File: src/rtl/alu_decode_issue_if.sv
// ALU opcode package plus the bundled handshake/bus interface of the decode/issue stage.
// The master modport is the decode/issue stage; the slave modport is its surroundings.
package core_pkg;
    typedef enum logic [1:0] {
        ALU_ADD  = 2'd0,
        ALU_SUB  = 2'd1,
        ALU_SLTS = 2'd2
    } alu_opcode_e;
endpackage

interface alu_decode_issue_if;
    import core_pkg::*;

    logic        instr_valid_ip;
    logic        instr_ready_op;
    logic [31:0] instr_ip;
    logic [31:0] rs1_data_ip;
    logic [31:0] rs2_data_ip;
    logic        alu_enable_op;
    alu_opcode_e alu_operator_op;
    logic [31:0] alu_operand_a_op;
    logic [31:0] alu_operand_b_op;
    logic [31:0] alu_result_ip;
    logic        alu_valid_ip;
    logic        wb_valid_op;
    logic        wb_ready_ip;
    logic [4:0]  wb_rd_op;
    logic [31:0] wb_data_op;
    logic        illegal_op;

    modport master (
        input  instr_valid_ip, instr_ip, rs1_data_ip, rs2_data_ip,
        input  alu_result_ip, alu_valid_ip, wb_ready_ip,
        output instr_ready_op, alu_enable_op, alu_operator_op,
        output alu_operand_a_op, alu_operand_b_op,
        output wb_valid_op, wb_rd_op, wb_data_op, illegal_op
    );

    modport slave (
        output instr_valid_ip, instr_ip, rs1_data_ip, rs2_data_ip,
        output alu_result_ip, alu_valid_ip, wb_ready_ip,
        input  instr_ready_op, alu_enable_op, alu_operator_op,
        input  alu_operand_a_op, alu_operand_b_op,
        input  wb_valid_op, wb_rd_op, wb_data_op, illegal_op
    );
endinterface

File: src/rtl/alu_decode_issue.sv
// Decode/issue stage: decodes ADD/SUB/SLT/ADDI/SLTI, issues to the ALU, returns the result to writeback.
// Optional saturating perf counters are enabled by defining ALU_DECODE_PERF_EN.
module alu_decode_issue
    import core_pkg::*;
#(
    parameter int PERF_CNT_W = 16
) (
    input  logic               clk,
    input  logic               reset,
    alu_decode_issue_if.master bus
`ifdef ALU_DECODE_PERF_EN
    ,
    output logic [PERF_CNT_W-1:0] perf_issued_op,
    output logic [PERF_CNT_W-1:0] perf_illegal_op
`endif
);

    typedef enum logic [1:0] {
        IDLE = 2'd0,
        EXEC = 2'd1,
        WB   = 2'd2
    } state_e;

    state_e      state;
    logic        xfer;
    logic        dec_legal;
    alu_opcode_e dec_op;
    logic [31:0] dec_b;
    logic [4:0]  rd_q;
    logic [6:0]  opcode;
    logic [2:0]  funct3;
    logic [6:0]  funct7;
    logic        unused_rs_fields;

    assign opcode           = bus.instr_ip[6:0];
    assign funct3           = bus.instr_ip[14:12];
    assign funct7           = bus.instr_ip[31:25];
    assign unused_rs_fields = ^bus.instr_ip[19:15];

    assign bus.instr_ready_op = (state == IDLE) || ((state == WB) && bus.wb_ready_ip);
    assign xfer               = bus.instr_valid_ip && bus.instr_ready_op;

    // Operand A is always rs1; only operand B depends on register vs immediate form.
    always_comb begin
        dec_legal = 1'b0;
        dec_op    = ALU_ADD;
        dec_b     = bus.rs2_data_ip;
        case (opcode)
            7'b0110011: begin
                if (funct3 == 3'b000 && funct7 == 7'b0000000) begin
                    dec_legal = 1'b1;
                    dec_op    = ALU_ADD;
                end else if (funct3 == 3'b000 && funct7 == 7'b0100000) begin
                    dec_legal = 1'b1;
                    dec_op    = ALU_SUB;
                end else if (funct3 == 3'b010 && funct7 == 7'b0000000) begin
                    dec_legal = 1'b1;
                    dec_op    = ALU_SLTS;
                end
            end
            7'b0010011: begin
                dec_b = {{20{bus.instr_ip[31]}}, bus.instr_ip[31:20]};
                if (funct3 == 3'b000) begin
                    dec_legal = 1'b1;
                    dec_op    = ALU_ADD;
                end else if (funct3 == 3'b010) begin
                    dec_legal = 1'b1;
                    dec_op    = ALU_SLTS;
                end
            end
            default: ;
        endcase
    end

    always_ff @(posedge clk or negedge reset) begin
        if (!reset) begin
            state                <= IDLE;
            bus.alu_enable_op    <= 1'b0;
            bus.alu_operator_op  <= ALU_ADD;
            bus.alu_operand_a_op <= '0;
            bus.alu_operand_b_op <= '0;
            bus.wb_valid_op      <= 1'b0;
            bus.wb_rd_op         <= '0;
            bus.wb_data_op       <= '0;
            bus.illegal_op       <= 1'b0;
            rd_q                 <= '0;
        end else begin
            bus.illegal_op <= 1'b0;
            unique case (state)
                IDLE, WB: begin
                    if (state == WB && bus.wb_ready_ip) begin
                        bus.wb_valid_op <= 1'b0;
                        state           <= IDLE;
                    end
                    // A WB slot only accepts once its own result is handed off, so issuing here never clobbers it.
                    if (xfer && dec_legal) begin
                        bus.alu_enable_op    <= 1'b1;
                        bus.alu_operator_op  <= dec_op;
                        bus.alu_operand_a_op <= bus.rs1_data_ip;
                        bus.alu_operand_b_op <= dec_b;
                        rd_q                 <= bus.instr_ip[11:7];
                        state                <= EXEC;
                    end else if (xfer) begin
                        bus.illegal_op <= 1'b1;
                        state          <= IDLE;
                    end
                end
                EXEC: begin
                    bus.alu_enable_op <= 1'b0;
                    if (bus.alu_valid_ip) begin
                        bus.wb_data_op  <= bus.alu_result_ip;
                        bus.wb_rd_op    <= rd_q;
                        bus.wb_valid_op <= 1'b1;
                        state           <= WB;
                    end else begin
                        bus.illegal_op <= 1'b1;
                        state          <= IDLE;
                    end
                end
                default: state <= IDLE;
            endcase
        end
    end

`ifdef ALU_DECODE_PERF_EN
    // Counters stick at all-ones rather than wrapping.
    always_ff @(posedge clk or negedge reset) begin
        if (!reset) begin
            perf_issued_op  <= '0;
            perf_illegal_op <= '0;
        end else begin
            if (bus.wb_valid_op && bus.wb_ready_ip && perf_issued_op != '1) begin
                perf_issued_op <= perf_issued_op + 1'b1;
            end
            if (bus.illegal_op && perf_illegal_op != '1) begin
                perf_illegal_op <= perf_illegal_op + 1'b1;
            end
        end
    end
`else
    localparam int unused_perf_cnt_w = PERF_CNT_W;
`endif

endmodule

File: src/flat_wrapper.sv
// flat-port wrapper written by rule: the top's interface ports become plain ports
module alu_decode_issue_flat import core_pkg::*;
#(
    parameter int PERF_CNT_W = 16
)
  (clk, reset, bus_instr_valid_ip, bus_instr_ip, bus_rs1_data_ip, bus_rs2_data_ip, bus_alu_result_ip, bus_alu_valid_ip, bus_wb_ready_ip, bus_instr_ready_op, bus_alu_enable_op, bus_alu_operator_op, bus_alu_operand_a_op, bus_alu_operand_b_op, bus_wb_valid_op, bus_wb_rd_op, bus_wb_data_op, bus_illegal_op);
  alu_decode_issue_if bus_i ();
  input  logic clk;
  input  logic reset;
  input wire logic [$bits(bus_i.instr_valid_ip)-1:0] bus_instr_valid_ip;
  input wire logic [$bits(bus_i.instr_ip)-1:0] bus_instr_ip;
  input wire logic [$bits(bus_i.rs1_data_ip)-1:0] bus_rs1_data_ip;
  input wire logic [$bits(bus_i.rs2_data_ip)-1:0] bus_rs2_data_ip;
  input wire logic [$bits(bus_i.alu_result_ip)-1:0] bus_alu_result_ip;
  input wire logic [$bits(bus_i.alu_valid_ip)-1:0] bus_alu_valid_ip;
  input wire logic [$bits(bus_i.wb_ready_ip)-1:0] bus_wb_ready_ip;
  output wire logic [$bits(bus_i.instr_ready_op)-1:0] bus_instr_ready_op;
  output wire logic [$bits(bus_i.alu_enable_op)-1:0] bus_alu_enable_op;
  output wire logic [$bits(bus_i.alu_operator_op)-1:0] bus_alu_operator_op;
  output wire logic [$bits(bus_i.alu_operand_a_op)-1:0] bus_alu_operand_a_op;
  output wire logic [$bits(bus_i.alu_operand_b_op)-1:0] bus_alu_operand_b_op;
  output wire logic [$bits(bus_i.wb_valid_op)-1:0] bus_wb_valid_op;
  output wire logic [$bits(bus_i.wb_rd_op)-1:0] bus_wb_rd_op;
  output wire logic [$bits(bus_i.wb_data_op)-1:0] bus_wb_data_op;
  output wire logic [$bits(bus_i.illegal_op)-1:0] bus_illegal_op;
  assign bus_i.instr_valid_ip = bus_instr_valid_ip;
  assign bus_i.instr_ip = bus_instr_ip;
  assign bus_i.rs1_data_ip = bus_rs1_data_ip;
  assign bus_i.rs2_data_ip = bus_rs2_data_ip;
  assign bus_i.alu_result_ip = bus_alu_result_ip;
  assign bus_i.alu_valid_ip = bus_alu_valid_ip;
  assign bus_i.wb_ready_ip = bus_wb_ready_ip;
  assign bus_instr_ready_op = bus_i.instr_ready_op;
  assign bus_alu_enable_op = bus_i.alu_enable_op;
  assign bus_alu_operator_op = bus_i.alu_operator_op;
  assign bus_alu_operand_a_op = bus_i.alu_operand_a_op;
  assign bus_alu_operand_b_op = bus_i.alu_operand_b_op;
  assign bus_wb_valid_op = bus_i.wb_valid_op;
  assign bus_wb_rd_op = bus_i.wb_rd_op;
  assign bus_wb_data_op = bus_i.wb_data_op;
  assign bus_illegal_op = bus_i.illegal_op;
  alu_decode_issue #(.PERF_CNT_W(PERF_CNT_W)) u_core (.clk(clk), .reset(reset), .bus(bus_i));
endmodule
File: config.mk
export PLATFORM = sky130hd
export DESIGN_NAME = alu_decode_issue_flat
export DESIGN_NICKNAME = d
export VERILOG_FILES = /design/src/rtl/alu_decode_issue_if.sv /design/src/rtl/alu_decode_issue.sv /design/src/flat_wrapper.sv
export SDC_FILE = /design/constraint.sdc
export NUM_CORES = 1
export LEC_CHECK = 0
export CORE_UTILIZATION = 35
export CTS_CLUSTER_DIAMETER = 60
export DETAILED_ROUTE_END_ITERATION = 6
export PLACE_DENSITY = 0.83
export SYNTH_ARGS = -nofsm -noshare
export SYNTH_HDL_FRONTEND = slang
export SYNTH_SLANG_ARGS = --single-unit
File: constraint.sdc
create_clock -name clk -period 1.8 [get_ports clk]
set_input_delay 0.36 -clock clk [delete_from_list [all_inputs] [get_ports clk]]
set_output_delay 0.36 -clock clk [all_outputs]
set_load 0.05 [all_outputs]
==> metrics <==
outcome finished, violations left; failing checks setup timing; Final Skew 7.346 ps; P&R area growth vs syn 69.97%; chip height 119.2 µm; Setup crit start kind input pin; Mapped Area 4805 µm²; largest family of logic cells by synthesized area multiplexers; Crit Path Category in2reg; Final Hold Fails 0; endpoints failing setup 41; fmax 544.2 MHz; adder-cell share of the synthesized area 0%; setup TNS -1239 ps; top-level port count 240; register area share after synthesis 58.85%; nets 742; Crit path required time 2080 ps; Syn Area/Cell 14.65 µm²; DRC 0; RSZ-0062 raised after global routing yes; share of cells above drive strength 1 47.75%; Iter 0 DRT Violations 154; vias in the first global route 4,098; CP max-delay cell or4_4; CP max stage delay 440 ps; Fillers 1,025; Slew headroom 67.33%; maximum resistive drop on vdd 0.5632 mV; worst skew pair latency 400 ps; drt wl/cell 16.66 µm; # Max-Cap Violations 0; gr ovfl total 0; Worst Setup Slack, final -37.53 ps; Routed Antenna Nets 0; min Tclk post-route 1838 ps; FP Rows 42; overall global routing resource usage 19.61%; distinct cell type count after synthesis 29; Buf/Inv on CP 3; post-synthesis simple-gate area fraction 2.812%; synthesis-stage register bit count 113; final WL 13,300 µm; Synth warnings 0; CTS buffer count 17; first-pass GRT wire length 21,420 µm; via count 3,700; Leak 0.004373 µW; CTS tree built; Clock Tree Buf Depth 2; FF/Latch Area 2828 µm²; Pwr per Cell Area 804.2 nW/µm²; Clock Sinks 113; period utilization 102.1%; mux contribution to synthesized area 30.55%; core area 13,300 µm²; Worst Tran Pin Value 490.1 ps; Root Buffer Master clkbuf_16; largest net degree at the start of global routing 39; port bufs 234; largest delay contributor family on the critical path simple AND/OR/NAND/NOR gates; minimum hold slack 459.6 ps; Die Width 119.2 µm; drt via density 4.637; XOR/XNOR Fraction of Synth Area 0%; Crit Path Max Fanout 5; Post-Syn Nets 461; critical path, cell by cell buf_6 -> nand4bb_1 -> or4_4 -> or3_4 -> buf_12 -> buf_16 -> mux2_4; Synth Instances 328; router iterations before antenna repair 4; complex-gate fraction of the synthesized area 3.594%; die area 14,200 µm²; initial core utilization 36.14%; HPWL Detailed 9444 µm; clock-pin slew of the registers on the worst-case setup and hold paths 50 ps; max-slew violations 0; CP endpoint kind flip-flop; Multi-input gate area 1836 µm²; Hold/Removal Path Class in2reg; initial antenna violation count 0; WP data arrival 2120 ps; Final GP Congestion 0.7626; H-tree levels 4; ant diodes 0
[area by class of cell]
| cell class | count | share of cell area, % |
|---|---|---|
| Clock inverter | 12 | 1.333 |
| Tap cell | 176 | 2.696 |
| Inverter | 24 | 1.103 |
| Multi-Input combinational cell | 173 | 22.48 |
| Sequential cell | 113 | 34.63 |
| Clock buffer | 20 | 5.592 |
| Timing Repair Buffer | 280 | 32.17 |
[Yosys cell counts (all sizes together)]
master | number | share of area (%)
dfrtp | 113 | 59
mux2 | 96 | 26
a21oi | 25 | 2.6
inv | 24 | 1.9
mux2i | 21 | 4.4
buf | 10 | 1.7
clkbuf | 8 | 0.63
nand2 | 7 | 0.55
nor2 | 3 | 0.23
or3 | 3 | 0.39
nand2b | 2 | 0.26
nor3 | 2 | 0.21
o21ai | 2 | 0.21
a31oi | 1 | 0.13
nand3 | 1 | 0.10
nand3b | 1 | 0.16
nand4bb | 1 | 0.23
nor2b | 1 | 0.13
nor4 | 1 | 0.13
nor4b | 1 | 0.18
o211ai | 1 | 0.16
o22a | 1 | 0.18
o22ai | 1 | 0.13
o311ai | 1 | 0.18
or4 | 1 | 0.23
[cells in the final DEF (no fill, tap or decap), drive strengths merged]
cell,count
clkdlybuf4s15,4
o22ai,1
nand2b,2
nor4b,1
a31oi,1
nand3b,1
clkinvlp,5
o211ai,1
clkdlybuf4s50,113
buf,156
clkinv,4
mux2,96
a21oi,25
bufbuf,1
o311ai,1
dlygate4sd2,2
dfrtp,113
mux2i,21
or4,1
o22a,1
nor4,1
nand2,7
inv,26
bufinv,1
o21ai,2
nand3,1
or3,3
nor2,3
nand4bb,1
nor3,2
clkbuf,23
dlygate4sd3,1
nor2b,1
[cells by family after synthesis]
| kind of cell | count (synthesis) |
|---|---|
| compound gates | 32 |
| buf+inv | 42 |
| flops | 113 |
| mux | 117 |
| simple gates | 24 |
[metal layers]
metal	global-route usage, %	share of wire [%]	vias to the layer above
met1	23.88	41	1835
met2	34.01	51	147
met3	5.172	6.6	14
met4	5.459	1.2	0
met5	0	0	-
li1	-	-	1704
[repair_timing]
action                     in CTS  in global routing
hold buffers                    1                  0
pin swaps                       5                  1
hold endpoints to repair       31                  0
cloned                          6                  0
buffers inserted                9                  3
setup endpoints to repair      73                 72
gates resized for setup        53                  6
[path summary, 6_finish.rpt]
kind	startpoint	to	slack, ps	cells after the start
max	bus_instr_ip[3]	u_core.bus.alu_operand_a_op[10]$_DFFE_PN0P_	-40	7
min	bus_wb_ready_ip	u_core.bus.wb_valid_op$_DFFE_PN0P_	460	4
max reg2reg	u_core.state[1]$_DFFE_PN0P_	u_core.bus.alu_operand_a_op[10]$_DFFE_PN0P_	0	6
min reg2reg	u_core.bus.alu_enable_op$_DFFE_PN0P_	u_core.bus.alu_enable_op$_DFFE_PN0P_	480	2
max in group asynchronous	reset	u_core.bus.wb_rd_op[0]$_DFFE_PN0P_	740	3
min in group asynchronous	reset	u_core.bus.alu_operand_a_op[20]$_DFFE_PN0P_	480	2
[sequential cells by signal (all words and copies together) (netlist names)]
signal                       count
u_core.bus.alu_enable_op         1
u_core.bus.alu_operand_a_op     32
u_core.bus.illegal_op            1
u_core.state                     2
u_core.bus.wb_rd_op              5
u_core.bus.alu_operator_op       2
u_core.rd_q                      5
u_core.bus.alu_operand_b_op     32
u_core.bus.wb_valid_op           1
u_core.bus.wb_data_op           32
[stage by stage]
| stage | total power [µW] | instances | instance area (µm²) | util (%) | setup slack [ps] |
|---|---|---|---|---|---|
| after floorplan | 2971 | 328 | 4808 | - | -296.8 |
| after global placement | 3446 | 748 | 7287 | 54.81 | -772.4 |
| after detailed placement | 3460 | 748 | 7287 | 54.81 | -831.9 |
| after CTS | 6637 | 796 | 8173 | 61.47 | -47.08 |
| after global routing | 6815 | 798 | 8167 | 61.42 | -76.81 |
| final | 6568 | 798 | 8167 | 61.42 | -37.53 |
[power by group]
part / switching, µW / leakage (µW) / total, µW / internal [µW]
Sequential: 34.3 / 0.00145 / 2630 / 2600
Combinational: 370 / 0.00265 / 784 / 414
Clock: 1180 / 0.000265 / 3150 / 1970
Total: 1580 / 0.00437 / 6570 / 4990
[worst min-delay path, stage by stage]
cell and delay [ps]:
dlygate4sd2_1 250, nand2_1 60, a21oi_1 60, nor2_1 80
No activity file was read; power rests on OpenSTA's default activity.
